**src/rtl/ysyx_22050612_ifq.sv**
```systemverilog
// In-order instruction fetch into a DEPTH-entry {pc,inst} FIFO. Entries reach inst_valid one cycle after a response.
// Issue is credit-limited by FIFO occupancy plus in-flight requests, so decode backpressure stalls mem_req; redirect flushes.

module ysyx_22050612_ifq_fifo #(
  parameter int WIDTH = 8,
  parameter int DEPTH = 4
) (
  input  logic                     clk,
  input  logic                     rst,
  input  logic                     flush,
  input  logic                     push,
  input  logic [WIDTH-1:0]         wdata,
  input  logic                     pop,
  output logic [WIDTH-1:0]         rdata,
  output logic [$clog2(DEPTH):0]   count
);
  localparam int AW = $clog2(DEPTH);

  logic [WIDTH-1:0] mem [DEPTH];
  logic [AW-1:0]    wr_ptr;
  logic [AW-1:0]    rd_ptr;

  assign rdata = mem[rd_ptr];

  always_ff @(posedge clk) begin
    if (push) begin
      mem[wr_ptr] <= wdata;
    end
  end

  always_ff @(posedge clk) begin
    if (!rst || flush) begin
      wr_ptr <= '0;
      rd_ptr <= '0;
      count  <= '0;
    end else begin
      if (push) begin
        wr_ptr <= wr_ptr + AW'(1);
      end
      if (pop) begin
        rd_ptr <= rd_ptr + AW'(1);
      end
      case ({push, pop})
        2'b10:   count <= count + (AW + 1)'(1);
        2'b01:   count <= count - (AW + 1)'(1);
        default: count <= count;
      endcase
    end
  end
endmodule

module ysyx_22050612_ifq #(
  parameter int          DEPTH    = 4,
  parameter logic [63:0] RESET_PC = 64'h8000_0000
) (
  input  logic        clk,
  input  logic        rst,
  input  logic        redirect_valid,
  input  logic [63:0] redirect_pc,
  output logic        mem_req,
  output logic [63:0] mem_addr,
  input  logic        mem_gnt,
  input  logic        mem_rvalid,
  input  logic [31:0] mem_rdata,
  output logic        inst_valid,
  output logic [31:0] inst,
  output logic [63:0] inst_pc,
  input  logic        inst_ready
);
  localparam int CW = $clog2(DEPTH) + 1;
  localparam logic [CW:0] LIMIT = (CW + 1)'(DEPTH);

  typedef struct packed {
    logic [63:0] pc;
    logic [31:0] inst;
  } entry_t;

  logic [63:0]   fetch_pc;
  logic [63:0]   resp_pc;
  logic [63:0]   target_pc;
  logic [CW-1:0] outstanding;
  logic [CW-1:0] discard;
  logic [CW-1:0] count;
  logic [CW-1:0] out_after_resp;
  logic [CW:0]   credit_used;
  logic          grant;
  logic          push;
  logic          pop;
  entry_t        push_entry;
  entry_t        head;

  assign target_pc   = {redirect_pc[63:2], 2'b00};
  assign credit_used = {1'b0, count} + {1'b0, outstanding};

  // Gating on rst keeps both handshakes quiet while state is being reset.
  assign mem_req  = rst && !redirect_valid && (credit_used < LIMIT);
  assign mem_addr = fetch_pc;
  assign grant    = mem_req && mem_gnt;

  assign out_after_resp = outstanding - (mem_rvalid ? CW'(1) : '0);
  assign push           = rst && mem_rvalid && !redirect_valid && (discard == '0);

  assign inst_valid = rst && (count != '0) && !redirect_valid;
  assign pop        = inst_valid && inst_ready;
  assign inst       = head.inst;
  assign inst_pc    = head.pc;

  assign push_entry.pc   = resp_pc;
  assign push_entry.inst = mem_rdata;

  ysyx_22050612_ifq_fifo #(
    .WIDTH ($bits(entry_t)),
    .DEPTH (DEPTH)
  ) u_fifo (
    .clk   (clk),
    .rst   (rst),
    .flush (redirect_valid),
    .push  (push),
    .wdata (push_entry),
    .pop   (pop),
    .rdata (head),
    .count (count)
  );

  always_ff @(posedge clk) begin
    if (!rst) begin
      fetch_pc    <= RESET_PC;
      resp_pc     <= RESET_PC;
      outstanding <= '0;
      discard     <= '0;
    end else begin
      outstanding <= out_after_resp + (grant ? CW'(1) : '0);
      if (redirect_valid) begin
        // Every request still in flight after this cycle is stale.
        fetch_pc <= target_pc;
        resp_pc  <= target_pc;
        discard  <= out_after_resp;
      end else begin
        if (grant) begin
          fetch_pc <= fetch_pc + 64'd4;
        end
        if (mem_rvalid) begin
          if (discard != '0) begin
            discard <= discard - CW'(1);
          end else begin
            resp_pc <= resp_pc + 64'd4;
          end
        end
      end
    end
  end
endmodule

```
**config.mk**
```make
export PLATFORM = sky130hd
export DESIGN_NAME = ysyx_22050612_ifq
export DESIGN_NICKNAME = d
export VERILOG_FILES = /design/src/rtl/ysyx_22050612_ifq.sv
export SDC_FILE = /design/constraint.sdc
export NUM_CORES = 1
export LEC_CHECK = 0
export ABC_CLOCK_PERIOD_IN_PS = 8080
export BUFFER_PORTS_ARGS = -buffer_cell sky130_fd_sc_hd__buf_2
export CAP_MARGIN = 20
export CORE_ASPECT_RATIO = 0.5
export CORE_MARGIN = 8
export CORE_UTILIZATION = 25
export DETAILED_ROUTE_END_ITERATION = 10
export PLACE_DENSITY = 0.49
export SLEW_MARGIN = 20
export SYNTH_ARGS = -nofsm -noshare
export SYNTH_HDL_FRONTEND = slang
export SYNTH_SLANG_ARGS = --single-unit
```
**constraint.sdc**
```tcl
create_clock -name clk -period 8.08 [get_ports clk]
set_input_delay 1.212 -clock clk [delete_from_list [all_inputs] [get_ports clk]]
set_output_delay 1.212 -clock clk [all_outputs]
set_load 0.01 [all_outputs]
```
# Word-level counts from Yosys, hierarchy flattened
# Memory sizes are Yosys's and may differ from the RTL's. A register that Yosys moved wholly into a read port is not among the register bits.
# Cells that the tools add are included.
[totals] in_bits=102 ram_bits=384 out_inout_bits=162 regBits=141 word_cells=64 latch_bits=0 memories=1 mem_bits_ro=0
[mem_list] name="u_fifo.mem" words=4 width=96 read_ports=1 rd_ports_with_merged_regs=1 write_ports=1 line="19" rtl="logic [WIDTH-1:0] mem [DEPTH];"
[op_classes] muxes=15 bitwise_logic=2 n_lt_le_gt_ge=1 eq_ne=3 add_sub_neg=10 multipliers=0 div=0 n_reduce_logical=23 shift=0
[ops] cell="two-way mux 64 bit" n=5
[ops] cell="adder 64 x 3 -> 64 bit (second input constant)" n=2
[ops] cell="logical AND 1 bit" n=9
[ops] cell="two-way mux 3 bit" n=3
[ops] cell="nonzero test 2 bit" n=4
[ops] cell="case mux 3 bit (2 select lines)" n=1
[ops] cell="AND reduction 2 bit" n=3
[ops] cell="nonzero test 3 bit" n=2
[ops] cell="subtractor 3 x 1 -> 3 bit (second input constant)" n=2
[ops] cell="adder 2 x 1 -> 2 bit (second input constant)" n=2
[ops] cell="adder 3 x 3 -> 4 bit" n=1
[ops] cell="less-than comparator 4 x 3 -> 1 bit (second input constant)" n=1
[ops] cell="two-way mux 1 bit" n=4
[ops] cell="two-way mux 2 bit" n=2
[ops] cell="adder 3 x 1 -> 3 bit" n=1
[ops] cell="adder 3 x 1 -> 3 bit (second input constant)" n=1
[ops] cell="logical NOT 3 bit" n=1
[ops] cell="subtractor 3 x 1 -> 3 bit" n=1
[ops] cell="equality test 2 x 1 -> 1 bit (second input constant)" n=1
[ops] cell="equality test 2 bit (second input constant)" n=1
[ops] cell="logical NOT 1 bit" n=2
[ops] cell="inequality test 2 bit (second input constant)" n=1
[ops] cell="inverter 1 bit" n=2
[ops] cell="OR reduction 2 bit" n=1
[ops] cell="logical OR 1 bit" n=1

# Logic depth before layout (Yosys ltp)
# Gate-level depths: netlist of run 1.
[logic_depth] depth_word=6 depth_mapped=10 depth_no_buf=10

# Cells and area by module
# Synthesis of run 1 repeated with hierarchy kept, for this count alone.
[unflattened] hier_cells=1487 area_unflattened_um2=21589.5
[by_module_without_submodules] mod="ysyx_22050612_ifq_fifo" seq_area_each_um2=11711.2 instances=1 cells_per_inst=548 area_per_inst_um2=14287.5
[by_module_without_submodules] mod="ysyx_22050612_ifq" seq_area_each_um2=2602.5 instances=1 cells_per_inst=939 area_per_inst_um2=7302.0

# Least setup slack after synthesis of run 1
# OpenSTA, ideal clock, no wires.
[synth_path] kind="input -> register" startpoint="in rst" endpoint="mem u_fifo.mem[0][0] (netlist name) (enable)" path_stages=4 n_path_buf=1 arrival_ns=4.052 setup_slack_ns=3.564 required_time_ns=7.617 setup_time_ns=0.463 path_cell_list="clkbuf_1 nand2b_1 nor2_1 and2_1"
[synth_via] elab_chain_len=5
[synth_lines] item="start: declaration" line="57" rtl="input logic rst,"
[synth_lines] item="logical AND 1 bit (3 in series)" line="101" rtl="assign push = rst && mem_rvalid && !redirect_valid && (discard == '0);"
[synth_lines] item="two-way mux 1 bit" line="26" rtl="if (push) begin"
[synth_lines] item="two-way mux 1 bit (not written as such)" line="27" rtl="mem[wr_ptr] <= wdata;"
[synth_lines] item="end: declaration" line="19"
# No other way between the ends.

==> key figures, run 1 <==
Pwr
  • PD cells: 225 nW/um^2
  • Total power: 5.83 mW
  • Sequential power share: 51.6%
  • Sw Ratio: 23.9%
  • Clk network pwr share: 42.7%
  • VDD IR max: 0.161 mV
  • Comb pwr share: 5.7%
  • LEAKAGE: 8.62 nW
  • P_int: 4.43 mW
  • Net Sw Power: 1.39 mW

Synth
  • Seq/Total Area, Yosys: 65.4%
  • Async set-reset flop share out of synthesis: 0%
  • Ys Warns: 0
  • #FFs+latches synth: 515
  • Post-synth EDFFs: 376
  • Main synth FF type: edfxtp_1
  • Mapped cell area: 21500 um^2
  • Synth cell types: 66
  • Post-Synthesis Cells: 1510
  • Mean Syn Cell Area: 14.2 um^2

Place
  • Pre-CTS WS: 3560 ps
  • Gpl congestion: 0.837
  • Hpwl dp: 44.4 mm
  • Buffers on Ports: 257
  • Post-DP Area: 24100 um^2

Timing
  • WHS: 499 ps
  • Setup-failing EPs final: 0
  • Slew headroom: 35.7%
  • Setup TNS: 0 ps
  • Post-route setup slack: 4010 ps
  • Skew final: 42.2 ps
  • Post-route clock period utilization: 50.4%
  • Unrepaired setup endpoints after global routing: no
  • Period minus WS final: 4070 ps
  • Final hold violation count: 0
  • Slew of the pin with the lowest slew margin: 964 ps
  • Highest Clock Rate: 246 MHz
  • Slew Limit Fails: 0

Critical path
  • Worst path max stage delay: 830 ps
  • Worst Path Buf+Inv: 2
  • R2R Path End: mem_addr[24]$_SDFFE_PN0P_
  • Reg2Reg Setup Slack: 4610 ps
  • WP data required: 6870 ps
  • Largest fanout on the critical path: 58
  • Crit Path Class: flip-flop to output pin
  • Critical path endpoint category: output pin
  • Worst Reg-to-Reg Cells: 9
  • WP depth: 3
  • Delay-heaviest family, CP: buffers and inverters
  • Worst setup path endpoint: inst_pc[9]
  • Reg-to-Reg Start: u_fifo.count[1]$_SDFFE_PP0P_
  • Slowest CP cell: buf_4
  • Critical Path Source Type: flip-flop
  • Worst Path Arrival: 2860 ps
  • CP cell instances: buf_4 -> mux4_2 -> buf_2

Detailed routing
  • Vias/cell: 4.67
  • DR pass1 iterations: 5
  • Vias: 13900
  • Routed len/inst: 21.8 um
  • Detail Route Antenna Nets: 0
  • Final wirelength: 64.9 mm
  • 1st-iter DRT viols: 925
  • Residual DRC: 0

CTS
  • Worst skew pair latency: 630 ps
  • Clock Path Buffers: 3
  • H-tree depth: 2
  • Clock transition at the registers of the reported paths: 60 ps
  • Root Buffer: clkbuf_16
  • CTS sink cnt: 515
  • Setup bufs post-CTS: 0
  • CTS tree: done
  • CTS buffer count: 52
  • CTS Hold Bufs: 0
  • CTS resizes: 0

Finish
  • Synth-to-layout area growth: 20.1%
  • Share of layout cells above drive strength 1: 26.5%
  • Multi-input logic area: 7060 um^2
  • Final instance area: 25900 um^2
  • Register area: 14100 um^2
  • # nets final: 1878
  • Layout fillers: 8658

Job
  • MaxCap Viol Count: 0

Floorplanning
  • Die area: 96300 um^2
  • Effective utilization at floorplan: 25.1%
  • Die W: 431 um
  • # rows: 76
  • Vert. Die Dim: 223 um
  • Placeable Area: 85700 um^2
  • I/O Pins: 264

GRT
  • Initial antenna violation count: 5
  • Vias in the first global route: 14200
  • Tot GR Track Use: 13.0%
  • Grt total ovfl: 0
  • Largest net degree at the start of global routing: 76
  • First-pass GRT wire length: 95.8 mm

Run status
  • Status: finished, final reports clean

Hold path
  • HP Class: flip-flop to flip-flop
==> Yosys cell counts, types with 3 or more instances <==
library cell  number  area [um^2]
dfxtp_1          139         2780
nand2b_1           3         18.8
and3_1            26          163
nand4_2            4         50.1
buf_2              7         35.0
xor2_1            53          464
a21oi_1           81          405
o22ai_1            8         50.1
clkbuf_1          57          214
nand4b_1           5         43.8
o21ai_0           88          440
edfxtp_1         376        11300
inv_1             20         75.1
nor2_1            64          240
nor4_4             5          106
a22oi_1           10         75.1
or4_1              7         52.6
nand3b_1           5         37.5
mux2i_1            3         30.0
o31ai_1            3         22.5
nor4_1            11         68.8
nand4_1           63          394
a31oi_1           38          238
o311ai_0           4         35.0
buf_4              4         30.0
ha_1              15          188
o211ai_1           6         45.0
a211oi_1           7         52.6
or3_1              9         56.3
and2_1            24          150
nor3_1            27          135
nand3_1           48          240
mux4_2            94         2120
xnor2_1           29          254
and4_1            17          149
buf_1             12         45.0
nand2_1           99          372
o21a_1             3         22.5
nor4_2             4         50.1
nor3_2             3         30.0
==> worst min-delay path by stage <==
stage	slack [ps]	end	startpoint	depth (start not counted)
after floorplan	460	u_fifo.mem[0][68]$_DFFE_PP_	resp_pc[36]$_SDFFE_PN0P_	0
after global placement	480	u_fifo.wr_ptr[0]$_SDFFE_PP0P_	u_fifo.wr_ptr[0]$_SDFFE_PP0P_	2
after detailed placement	500	u_fifo.wr_ptr[0]$_SDFFE_PP0P_	u_fifo.wr_ptr[0]$_SDFFE_PP0P_	2
after CTS	510	u_fifo.wr_ptr[0]$_SDFFE_PP0P_	u_fifo.wr_ptr[0]$_SDFFE_PP0P_	2
after global routing	540	u_fifo.wr_ptr[0]$_SDFFE_PP0P_	u_fifo.wr_ptr[0]$_SDFFE_PP0P_	2
final	500	u_fifo.wr_ptr[0]$_SDFFE_PP0P_	u_fifo.wr_ptr[0]$_SDFFE_PP0P_	2
==> tightest hold or removal path, stage by stage (launching register included) <==
cell and delay, ps:
dfxtp_1 340, nand2_1 70, a21oi_1 50
==> power by group through the flow <==
stage	sequential, mW	combinational (mW)	clock, mW
floorplan	3.03	0.180	0
global placement	3.06	0.335	0
detailed placement	3.06	0.337	0
CTS	3.01	0.339	2.56
global route	3.02	0.367	2.67
finish	3.01	0.333	2.49
==> logic make-up (layout without fill, tap and decap cells) <==
group,Yosys count,in the layout,synth area share [%]
AOI/OAI and AO/OA,264,264,7.08
xor gates and xnor gates,82,82,3.34
adders and majority gates,16,16,0.965
buffers and inverters,103,393,1.91
DFF,515,515,65.4
muxes,97,97,9.98
other,1,8,0.0174
and+or+nand+nor,432,432,11.3
==> metrics by stage <==
step           util, %  std cells
2_1_floorplan        -       1513
3_5_place_dp      28.1       2876
5_1_grt           30.2       2976
6_report          30.2       2977
3_3_place_gp      28.1       2876
4_1_cts           30.2       2973
==> registers in the layout, indices dropped and copies added (netlist names), named ones only <==
name and flops:
u_fifo.mem 376, mem_addr 62, resp_pc 62, discard 3, outstanding 3, u_fifo.count 3, u_fifo.rd_ptr 2, u_fifo.wr_ptr 2
==> cell usage in the layout, fill, tap and decap left out, drive strengths merged, types with 3 or more instances in the layout <==
master,n
xor2,53
and2,24
and4,17
nor3,30
nand2,99
a211oi,7
o21ai,89
or4,8
nand2b,3
o211ai,6
mux2i,3
mux4,94
nor2,64
a31oi,38
o311ai,5
or3,9
edfxtp,376
nand3b,5
inv,24
a22oi,10
nor4,20
and3,26
a21oi,81
nand4b,6
bufinv,6
buf,273
nand3,48
xnor2,29
clkbuf,64
conb,4
dfxtp,139
o31ai,3
o21a,3
nand4,67
diode,4
clkinvlp,6
ha,15
o22ai,8
clkinv,20
==> per-layer routing <==
layer  global-route usage (%)  vias to the layer above  share of wire (%)
met2                     22.2                      308                 49
li1                         -                     6438                  -
met5                        0                        -                  0
met1                     16.3                     7058                 42
met3                     2.74                      105                4.8
met4                     4.82                        0                3.5
==> layout make-up <==
type                            count  share of cell area [%]
Sequential cell                   515                    54.5
Multi-Input combinational cell    895                    27.3
Tap cell                         1170                    5.66
Timing Repair Buffer              273                    5.44
Clock buffer                       64                    5.25
Clock inverter                     33                    1.49
Inverter                           23                   0.339
Antenna cell                        4                  0.0387
No activity file was read; power rests on OpenSTA's default activity.
==> run 2, diff against run 1 <==
- ABC_CLOCK_PERIOD_IN_PS: 8080 -> 3700
- PLACE_DENSITY: 0.49 -> 0.5
- clock period: 8.08 -> 3.7 ns (I/O delays scaled with it)
==> run 2 against run 1 <==
Against the previous run:
- critical path depth is the same
- via count grew 1.1%
- wire length is essentially flat
- clock power grew 110%
- worst setup slack lost 3300 ps
- cell area grew 0.88%
- count of clock-buffer cells in the layout is the same
- non-clock buffer count grew 23
- flip-flop and latch count is the same
- die area is the same
- total power grew 120%
- largest cell class unchanged
- highest routed layer is now met5
==> key figures, run 2 (same netlist as run 1, synthesis figures left out) <==
Finish
  • Post-route insts no fill: 2994
  • Synth-to-layout area growth: 21.2%
  • Most frequent cells in the layout: edfxtp_1, buf_2, dfxtp_1
  • Top reg by flops: u_fifo.mem
  • Leading cell type in the layout, fill and taps excluded: edfxtp_1
  • # nets final: 1900
  • Max reg flops: 376
  • Share of layout cells above drive strength 1: 27.4%

Detailed routing
  • Routed len/inst: 21.7 um
  • 1st-iter DRT viols: 931
  • Vias/cell: 4.70
  • Final wirelength: 64.9 mm
  • Vias: 14100
  • DR pass1 iterations: 5
  • Detail Route Antenna Nets: 0
  • Residual DRC: 0

Critical path
  • WP data required: 3140 ps
  • Critical path endpoint category: output pin
  • Worst Path Arrival: 2430 ps
  • Slowest CP cell: dfxtp_4
  • Worst path max stage delay: 610 ps
  • Reg2Reg Setup Slack: 720 ps
  • Critical Path Source Type: flip-flop
  • CP cell instances: buf_12 -> mux4_2 -> buf_2
  • Worst Path Buf+Inv: 2
  • Delay-heaviest family, CP: flip-flops
  • Largest fanout on the critical path: 44
  • Crit Path Class: flip-flop to output pin

CTS
  • Setup bufs post-CTS: 0
  • Clock Path Buffers: 3
  • CTS Hold Bufs: 0
  • CTS buffer count: 51
  • CTS resizes: 0
  • CTS tree: done
  • Clock transition at the registers of the reported paths: 60 ps
  • Root Buffer: clkbuf_16
  • H-tree depth: 2
  • CTS sink cnt: 515
  • Worst skew pair latency: 630 ps

Floorplanning
  • Die area: 96300 um^2
  • Vert. Die Dim: 223 um
  • Effective utilization at floorplan: 25.1%
  • Placeable Area: 85700 um^2
  • # rows: 76
  • I/O Pins: 264
  • Die W: 431 um

Timing
  • Final hold violation count: 0
  • Slew headroom: 52.7%
  • Setup TNS: 0 ps
  • Skew final: 48.4 ps
  • Setup-failing EPs final: 0
  • Unrepaired setup endpoints after global routing: no
  • Highest Clock Rate: 335 MHz
  • Slew of the pin with the lowest slew margin: 704 ps
  • Slew Limit Fails: 0
  • WHS: 171 ps
  • Post-route clock period utilization: 80.7%
  • Period minus WS final: 2990 ps

Place
  • Hpwl dp: 45.2 mm
  • Buffers on Ports: 257
  • Gpl congestion: 0.858
  • Placed cells: 2899

GRT
  • Vias in the first global route: 14000
  • Largest net degree at the start of global routing: 63
  • Initial antenna violation count: 7
  • First-pass GRT wire length: 95.4 mm
  • Grt total ovfl: 0
  • Tot GR Track Use: 13.0%

Pwr
  • PD cells: 481 nW/um^2
  • LEAKAGE: 8.72 nW
  • VDD IR max: 0.389 mV

Hold path
  • HP Class: primary input to flip-flop

Run status
  • Status: finished, final reports clean

Job
  • MaxCap Viol Count: 0
run 2: path summary, 6_finish.rpt:
check                                start                             to  cells after the start
max reg2reg        resp_pc[3]$_SDFFE_PN0P_       resp_pc[54]$_SDFFE_PN0P_                      7
min reg2reg  u_fifo.wr_ptr[1]$_SDFFE_PP0P_  u_fifo.wr_ptr[1]$_SDFFE_PP0P_                      2
min                          mem_rdata[24]    u_fifo.mem[3][24]$_DFFE_PP_                      1
max                              flip-flop                    inst_pc[12]                      3
run 2: cell type report:
type,count,area (um^2)
diodes,2,5.00
clock buffers,64,1390
clock inverters,29,283
fillers,8628,59600
inverters,23,87.6
multi-input cells,895,7050
flip-flops and latches,515,14100
well taps,1170,1460
repair buffers,296,1720
run 2: per-stage QoR:
| stage | worst slack, ps | power (mW) | utilization (%) | area, um^2 |
|---|---|---|---|---|
| 5_1_grt | 546 | 13.0 | 30.4 | 26100 |
| 3_3_place_gp | 705 | 7.42 | 28.5 | 24400 |
| 3_5_place_dp | 725 | 7.44 | 28.5 | 24400 |
| 6_report | 715 | 12.5 | 30.4 | 26100 |
| 2_1_floorplan | 880 | 7.02 | - | 21500 |
| 4_1_cts | 605 | 12.7 | 30.4 | 26100 |
run 2: layer usage:
metal	wire (um)	vias to the layer above	GRT usage [%]
met2	31800	367	22.2
li1	-	6486	-
met3	3490	99	2.71
met1	27400	7106	16.3
met5	10	-	0
met4	2190	2	4.14
run 2: report_power, final:
| group | switching (mW) | total, mW | leakage, nW | internal [mW] |
|---|---|---|---|---|
| clock | 2.34 | 5.24 | 0.800 | 2.89 |
| sequential | 0.209 | 6.56 | 4.58 | 6.35 |
| combinational | 0.462 | 0.750 | 3.34 | 0.288 |
| total | 3.02 | 12.5 | 8.72 | 9.53 |
